File: config.mk
export PLATFORM = sky130hd
export DESIGN_NAME = truth_table_sweeper_flat
export DESIGN_NICKNAME = d
export VERILOG_FILES = /design/src/rtl/truth_table_sweeper_if.sv /design/src/rtl/truth_table_sweeper.sv /design/src/flat_wrapper.sv
export SDC_FILE = /design/constraint.sdc
export NUM_CORES = 1
export LEC_CHECK = 0
export CAP_MARGIN = 5
export CORE_MARGIN = 4
export CORE_UTILIZATION = 55
export CTS_CLUSTER_DIAMETER = 60
export DETAILED_ROUTE_END_ITERATION = 10
export GPL_TIMING_DRIVEN = 0
export PLACE_DENSITY = 0.9
export SYNTH_ARGS = -nofsm -noshare
export SYNTH_HDL_FRONTEND = slang
export SYNTH_SLANG_ARGS = --single-unit
File: constraint.sdc
create_clock -name clk -period 2.44 [get_ports clk]
set_clock_uncertainty 0.05 [all_clocks]
set_input_delay 0.488 -clock clk [delete_from_list [all_inputs] [get_ports clk]]
set_output_delay 0.488 -clock clk [all_outputs]
set_load 0.02 [all_outputs]
File: src/rtl/truth_table_sweeper_if.sv
// Handshake and result bundle between the sweeper and its harness/gate.
// The slave modport is the sweeper's view; the master modport is the harness view.
interface truth_table_sweeper_if;
    logic        start;
    logic        abort;
    logic [3:0]  gate_in;
    logic        gate_out;
    logic        busy;
    logic        done;
    logic        pass;
    logic [15:0] tt;
    logic [4:0]  mismatch_count;
    logic [3:0]  first_fail;
    logic        fail_valid;

    modport slave (
        input  start, abort, gate_out,
        output gate_in, busy, done, pass, tt, mismatch_count, first_fail, fail_valid
    );

    modport master (
        output start, abort, gate_out,
        input  gate_in, busy, done, pass, tt, mismatch_count, first_fail, fail_valid
    );
endinterface

File: src/rtl/truth_table_sweeper.sv
// Steps a 4-input gate through all 16 input vectors, samples its output after a settle
// delay per vector and compares the measured truth table against EXPECTED.
module truth_table_sweeper #(
    parameter logic [15:0] EXPECTED = 16'h429B,
    parameter int unsigned SETTLE   = 2
) (
    input logic                  clk,
    input logic                  rst,
    truth_table_sweeper_if.slave io_sweep
);

    localparam logic ST_IDLE = 1'b0;
    localparam logic ST_RUN  = 1'b1;
    localparam logic [7:0] SETTLE_CNT = 8'(SETTLE);

    logic        r_state,    w_state;
    logic [3:0]  r_idx,      w_idx;
    logic [7:0]  r_cnt,      w_cnt;
    logic [3:0]  r_gate_in,  w_gate_in;
    logic        r_busy,     w_busy;
    logic        r_done,     w_done;
    logic        r_pass,     w_pass;
    logic [15:0] r_tt,       w_tt;
    logic [4:0]  r_mismatch, w_mismatch;
    logic [3:0]  r_first,    w_first;
    logic        r_fvalid,   w_fvalid;
    logic        w_miss;

    assign w_miss = io_sweep.gate_out ^ EXPECTED[r_idx];

    always_comb begin
        w_state    = r_state;
        w_idx      = r_idx;
        w_cnt      = r_cnt;
        w_gate_in  = r_gate_in;
        w_busy     = r_busy;
        w_done     = 1'b0;
        w_pass     = r_pass;
        w_tt       = r_tt;
        w_mismatch = r_mismatch;
        w_first    = r_first;
        w_fvalid   = r_fvalid;
        case (r_state)
            ST_IDLE: begin
                if (io_sweep.start) begin
                    w_state    = ST_RUN;
                    w_idx      = 4'd0;
                    w_gate_in  = 4'd0;
                    w_cnt      = SETTLE_CNT;
                    w_busy     = 1'b1;
                    w_pass     = 1'b0;
                    w_tt       = 16'h0000;
                    w_mismatch = 5'd0;
                    w_first    = 4'd0;
                    w_fvalid   = 1'b0;
                end
            end
            ST_RUN: begin
                if (io_sweep.abort) begin
                    // Partial results stay visible for debug; no done pulse.
                    w_state   = ST_IDLE;
                    w_busy    = 1'b0;
                    w_gate_in = 4'd0;
                end else if (r_cnt != 8'd0) begin
                    w_cnt = r_cnt - 8'd1;
                end else begin
                    w_tt[r_idx] = io_sweep.gate_out;
                    if (w_miss) begin
                        if (r_mismatch != 5'd16) begin
                            w_mismatch = r_mismatch + 5'd1;
                        end
                        if (!r_fvalid) begin
                            w_first  = r_idx;
                            w_fvalid = 1'b1;
                        end
                    end
                    if (r_idx != 4'd15) begin
                        w_idx     = r_idx + 4'd1;
                        w_gate_in = r_idx + 4'd1;
                        w_cnt     = SETTLE_CNT;
                    end else begin
                        w_state   = ST_IDLE;
                        w_busy    = 1'b0;
                        w_done    = 1'b1;
                        w_gate_in = 4'd0;
                        w_pass    = (r_mismatch == 5'd0) && !w_miss;
                    end
                end
            end
            default: begin
                w_state = ST_IDLE;
            end
        endcase
    end

    always_ff @(posedge clk or posedge rst) begin
        if (rst) begin
            r_state    <= ST_IDLE;
            r_idx      <= 4'd0;
            r_cnt      <= 8'd0;
            r_gate_in  <= 4'd0;
            r_busy     <= 1'b0;
            r_done     <= 1'b0;
            r_pass     <= 1'b0;
            r_tt       <= 16'h0000;
            r_mismatch <= 5'd0;
            r_first    <= 4'd0;
            r_fvalid   <= 1'b0;
        end else begin
            r_state    <= w_state;
            r_idx      <= w_idx;
            r_cnt      <= w_cnt;
            r_gate_in  <= w_gate_in;
            r_busy     <= w_busy;
            r_done     <= w_done;
            r_pass     <= w_pass;
            r_tt       <= w_tt;
            r_mismatch <= w_mismatch;
            r_first    <= w_first;
            r_fvalid   <= w_fvalid;
        end
    end

    assign io_sweep.gate_in        = r_gate_in;
    assign io_sweep.busy           = r_busy;
    assign io_sweep.done           = r_done;
    assign io_sweep.pass           = r_pass;
    assign io_sweep.tt             = r_tt;
    assign io_sweep.mismatch_count = r_mismatch;
    assign io_sweep.first_fail     = r_first;
    assign io_sweep.fail_valid     = r_fvalid;

endmodule

File: src/flat_wrapper.sv
// flat-port wrapper written by rule: the top's interface ports become plain ports
module truth_table_sweeper_flat 
#(
    parameter logic [15:0] EXPECTED = 16'h429B,
    parameter int unsigned SETTLE   = 2
)
  (clk, rst, io_sweep_start, io_sweep_abort, io_sweep_gate_out, io_sweep_gate_in, io_sweep_busy, io_sweep_done, io_sweep_pass, io_sweep_tt, io_sweep_mismatch_count, io_sweep_first_fail, io_sweep_fail_valid);
  truth_table_sweeper_if io_sweep_i ();
  input logic clk;
  input logic rst;
  input wire logic [$bits(io_sweep_i.start)-1:0] io_sweep_start;
  input wire logic [$bits(io_sweep_i.abort)-1:0] io_sweep_abort;
  input wire logic [$bits(io_sweep_i.gate_out)-1:0] io_sweep_gate_out;
  output wire logic [$bits(io_sweep_i.gate_in)-1:0] io_sweep_gate_in;
  output wire logic [$bits(io_sweep_i.busy)-1:0] io_sweep_busy;
  output wire logic [$bits(io_sweep_i.done)-1:0] io_sweep_done;
  output wire logic [$bits(io_sweep_i.pass)-1:0] io_sweep_pass;
  output wire logic [$bits(io_sweep_i.tt)-1:0] io_sweep_tt;
  output wire logic [$bits(io_sweep_i.mismatch_count)-1:0] io_sweep_mismatch_count;
  output wire logic [$bits(io_sweep_i.first_fail)-1:0] io_sweep_first_fail;
  output wire logic [$bits(io_sweep_i.fail_valid)-1:0] io_sweep_fail_valid;
  assign io_sweep_i.start = io_sweep_start;
  assign io_sweep_i.abort = io_sweep_abort;
  assign io_sweep_i.gate_out = io_sweep_gate_out;
  assign io_sweep_gate_in = io_sweep_i.gate_in;
  assign io_sweep_busy = io_sweep_i.busy;
  assign io_sweep_done = io_sweep_i.done;
  assign io_sweep_pass = io_sweep_i.pass;
  assign io_sweep_tt = io_sweep_i.tt;
  assign io_sweep_mismatch_count = io_sweep_i.mismatch_count;
  assign io_sweep_first_fail = io_sweep_i.first_fail;
  assign io_sweep_fail_valid = io_sweep_i.fail_valid;
  truth_table_sweeper #(.EXPECTED(EXPECTED), .SETTLE(SETTLE)) u_core (.clk(clk), .rst(rst), .io_sweep(io_sweep_i));
endmodule
* Word level (Yosys, flattened, before mapping)
Memory sizes are Yosys's and may differ from the RTL's.
Index checks and enable logic that the tools add are counted.
** Storage, ports and cells
- Bits of input ports :: 5
- RAM bits :: 0
- Word-level logic and storage cells :: 102
- Memories :: 1
- Memory bits (read-only) :: 16
- Bits in latches :: 0
- Output and inout port bits :: 33
- Bits in registers :: 46
** Operators by class
- Reduce and logical (&&, ||, !) cells :: 14
- $lt $le $gt $ge :: 2
- $add $sub $neg :: 3
- Eq/ne operators :: 13
- Div/mod/pow operators :: 0
- Multiply operators :: 0
- Multiplexer cells :: 56
- Bitwise operators :: 2
- Shift operators :: 0
** Memories
- (no name shown) :: words 16, width 1, read ports 1, clocked after Yosys merged registers in 0, wr ports 0, line truth_table_sweeper.sv:29 : assign w_miss = io_sweep.gate_out ^ EXPECTED[r_idx];
** Operator list (count)
- $mux W16 :: 3
- $mux W4 :: 11
- $mux W8 :: 4
- $pmux W16 S2 :: 1
- $mux W5 :: 5
- $pmux W4 S2 :: 3
- $mux W1 :: 21
- $bwmux W16 :: 1
- $ne A2 B2 Y1 const B :: 8
- $pmux W8 S2 :: 1
- $reduce_and A4 Y1 :: 3
- $pmux W5 S2 :: 1
- $reduce_and A5 Y1 :: 2
- $ne A3 B3 Y1 const B :: 3
- $reduce_and A3 Y1 :: 3
- $pmux W1 S2 :: 4
- $reduce_bool A8 Y1 :: 1
- $sub A8 B1 Y8 const B :: 1
- $add A5 B1 Y5 const B :: 1
- $logic_not A5 Y1 :: 1
- $lt A4 B5 Y1 const B :: 1
- $ne A5 B5 Y1 const B :: 1
- $add A4 B1 Y4 const B :: 1
- $demux W1 S4 :: 1
- other kinds (7) :: 8

* Longest topological paths before layout
- Depth in word-level cells :: 9
- Mapped depth :: 8
- Depth with buffers taken out :: 6

* Worst setup path before layout
OpenSTA, ideal clock, no wires.
- Kind :: register to register
- Start :: register u_core.r_idx[0]
- End :: register u_core.r_mismatch[3], in the netlist u_core.io_sweep.mismatch_count[3]
- Clock period less this slack :: 2.256 ns
- Path buffers :: 1
- Stages on the path, launching flop included :: 8
- Slack :: 0.184 ns
- Arrival :: 2.080 ns
- Required time :: 2.264 ns
- Setup time :: 0.126 ns
- Path through :: dfrtp_1 > inv_1 > ha_1 > mux2_2 > mux2i_2 > or3_1 > buf_2 > a221o_1
** On the way
- Cells in the longest elaborated chain, start to end :: 5
** RTL lines
- start, declared :: line truth_table_sweeper.sv:17 : logic [3:0] r_idx, w_idx;
- start signal, assigned :: line truth_table_sweeper.sv:111 : r_idx <= w_idx;
- $mem_v2 Z16 W1
- $mux W1 (implied by the code) :: line truth_table_sweeper.sv:29
- $xor A1 B1 Y1 :: line truth_table_sweeper.sv:29
- $ne A2 B2 Y1 (no source line)
- $reduce_and A5 Y1 (no source line)
- end signal, assigned :: line truth_table_sweeper.sv:118 : r_mismatch <= w_mismatch;
- end, declared :: line truth_table_sweeper.sv:24 : logic [4:0] r_mismatch, w_mismatch;
Every way passes these cells. The select of a mux whose other input is x is not followed.
A chain may end at the register's enable or synchronous reset.

* Final worst setup path
Ends and elaborated chain as after synthesis.

==> impl_metrics.ini <==
[run_status]
status = completed

[grt]
grt-ovfl-total = 0
grt.total_usage_pct = 22.1
first_global_vias = 2272
grt_pass1_wl_mm = 10.8
grt_start_max_net_pins = 35
antenna_found_initial = 0

[clock_tree]
htree_levels = 2
cts.clk_slew.worst_paths_ps = 90
cts_hold_buf = 0
cts_tree = built
clock_sink_count = 46
ctsRootBufferMaster = clkbuf_8
numCtsBuffers = 5
clk_latency_ps = 300
clockBufferDepth = 2

[place]
hpwlAfterDp_mm = 4.46
placedCellCount = 392
placed_area_um2 = 3130
port_buffers = 36
gp_congestion = 0.871
post-place-ws_ps = -138

[worst_setup_path]
worstSetupStartpointType = register
arrival_ps = 2550
cp_max_fo = 7
path_class = register to register
cp_data_required_time_ps = 2580
end_kind = register

[route]
ant_nets = 0
drc = 0
via_per_inst = 6.13
routed_wl_mm = 6.67
vias = 2476
drt_first_pass_iters = 5
wl_per_cell_um = 16.5
drtIter0Drc = 194

[yosys]
synth_xor_area_share_pct = 0.985
synth.top_cell.area_share_pct = 43.1
yosysTopAreaCell = dfrtp_1
synth_area_leaders = dfrtp_1 (43%), nand2_1 (4.8%), nand3_1 (4.1%)
yosysWarnings = 0
synth_edf_count = 0
ys_seq_elements = 46
synth_compound_area_share_pct = 20.3
syn_nets = 301
synth_cells = 288
yosys.area_share.adder_pct = 3.75
synth-simple-area-share_pct = 20.8
yosysSeqAreaShare_pct = 43.1
synth_top_family_by_area = simple AND/OR/NAND/NOR gates
ys_types = 55
netlist_area_um2 = 2670
ys.flop_type = dfrtp_1
muxShareOfSynthArea_pct = 5.72
postSynthAreaPerCell_um2 = 9.27
async_flop_share_pct = 100

[pwr]
power_density_nw_per_um2 = 1110
p_leak_nw = 1.34
vdd_ir_drop_max_mv = 0.544

[timing]
period_share_pct = 98.6
final-hold-violation-count = 0
period_minus_slack_ps = 2410
finalSetupViolCount = 0
tightest_slew_ps = 583
fmax_ghz = 0.416
slew_viol_final = 0
setup_ws_ps = 34.1
max-slew-margin-rel_pct = 61.1

[floorplanning]
dieArea_um2 = 6030
core_area_um2 = 4720
die_w_um = 77.7
dieHeight_um = 77.7
ios = 38
rows = 25
start_util_pct = 56.5

[cells_and_area]
finalNonFillerCells = 404
final_area_um2 = 3310
drive_above_1_share_pct = 11.6
n_antenna_cell = 0
area.growth.synth_to_final_pct = 23.9
nets = 349

[min_path]
hold_class = primary input to async pin

[run]
max_cap_viol_count = 0
==> cells by family after synthesis <==
kind of cell | after synthesis
and+or+nand+nor | 101
xor gates and xnor gates | 3
buffers and inverters | 35
AOI/OAI and AO/OA | 81
DFF | 46
muxes | 14
adders and majority gates | 8
==> synth_stat cells (2+ instances only) <==
library cell and number:
buf_2 3, nand3_1 22, inv_1 15, buf_1 2, and3_1 3, or3b_2 3, nor2b_1 7, mux2_2 4
nand4_1 3, mux2i_2 2, nor3_1 2, nor4_1 3, or3_1 2, dfrtp_1 46, nand2b_1 6, a21o_1 2
a21boi_0 6, nor2_1 5, o31ai_1 4, ha_1 8, a31oi_1 3, a21oi_1 20, clkbuf_1 14, o22ai_1 3
a2111oi_0 2, nand2_1 34, nand3b_1 3, o211ai_1 4, o21ai_0 22, mux2i_1 8, a22o_1 2, xor2_1 2
==> routing by layer <==
metal / vias to the layer above / track usage, % / part of all wire (%)
li1: 1139 / - / -
met1: 1224 / 28.5 / 43
met2: 97 / 36.4 / 50
met3: 16 / 4.64 / 5.4
met4: 0 / 8.54 / 2.2
met5: - / 0 / 0
==> layout by cell type (no fill, tap or decap), drive strengths merged, types with 5 or more instances in the layout <==
| cell type | n |
|---|---|
| a21oi | 20 |
| mux2i | 10 |
| nor2b | 7 |
| dfrtp | 46 |
| nand2 | 34 |
| ha | 8 |
| nand2b | 6 |
| o21ai | 22 |
| nor2 | 5 |
| o31ai | 6 |
| buf | 12 |
| inv | 15 |
| clkdlybuf4s50 | 36 |
| clkbuf | 20 |
| a21boi | 6 |
| nand3 | 22 |
==> critical path, cell delays in order, from the launching register on <==
cell,delay [ps]
dfrtp_2,460
inv_1,170
ha_4,240
mux2_2,320
mux2i_4,240
or3_1,310
buf_2,160
a221o_1,340
==> state kept, by name (all words and copies together) (netlist names) <==
register,flops
u_core.io_sweep.pass,1
u_core.io_sweep.tt,16
u_core.io_sweep.first_fail,4
u_core.io_sweep.mismatch_count,5
u_core.io_sweep.fail_valid,1
u_core.r_state,1
u_core.io_sweep.busy,1
u_core.io_sweep.gate_in,4
u_core.r_idx,4
u_core.r_cnt,8
u_core.io_sweep.done,1
==> layout make-up <==
cell class / count / area [um2]
repair buffers: 42 / 418
multi-input cells: 207 / 1420
plain buffers: 19 / 82.6
clock inverters: 1 / 5.00
well taps: 67 / 83.8
fillers: 361 / 1420
clock buffers: 7 / 86.3
inverters: 15 / 56.3
flip-flops and latches: 46 / 1150
==> worst paths after layout <==
kind,start,cells past startpoint,slack (ps),to
max in group asynchronous,rst,3,1470,u_core.r_idx[0]
hold / removal,rst,2,380,u_core.io_sweep.first_fail[0]
min in group clk,u_core.io_sweep.gate_in[1],1,460,u_core.io_sweep.gate_in[1]
setup reg to reg,u_core.r_idx[0],7,30,u_core.io_sweep.mismatch_count[3]
hold reg to reg,u_core.io_sweep.gate_in[1],1,460,u_core.io_sweep.gate_in[1]
setup / recovery,u_core.r_idx[0],7,30,u_core.io_sweep.mismatch_count[3]
==> power breakdown <==
part / switching, mW / total (mW) / internal (mW)
sequential: 0.272 / 1.29 / 1.02
clock: 0.256 / 0.485 / 0.229
combinational: 1.07 / 1.91 / 0.835
total: 1.60 / 3.68 / 2.08
==> per-stage QoR <==
stage	TNS [ps]	total power, mW	util [%]	hold WS (ps)
after floorplan	0	2.43	-	490
after global placement	-5080	2.99	65.9	419
after detailed placement	-363	3.08	66.3	440
after CTS	0	3.58	68.2	398
after global routing	-5.45	3.90	70.0	420
final	0	3.68	70.0	384
==> timing repair <==
item / in CTS / in global routing
buffers inserted: 0 / 5
endpoints found under the setup margin: 8 / 10
resized for setup: 2 / 6
endpoints found under the hold margin: 0 / 0
Note: power is estimated with default switching activity, not from simulation.
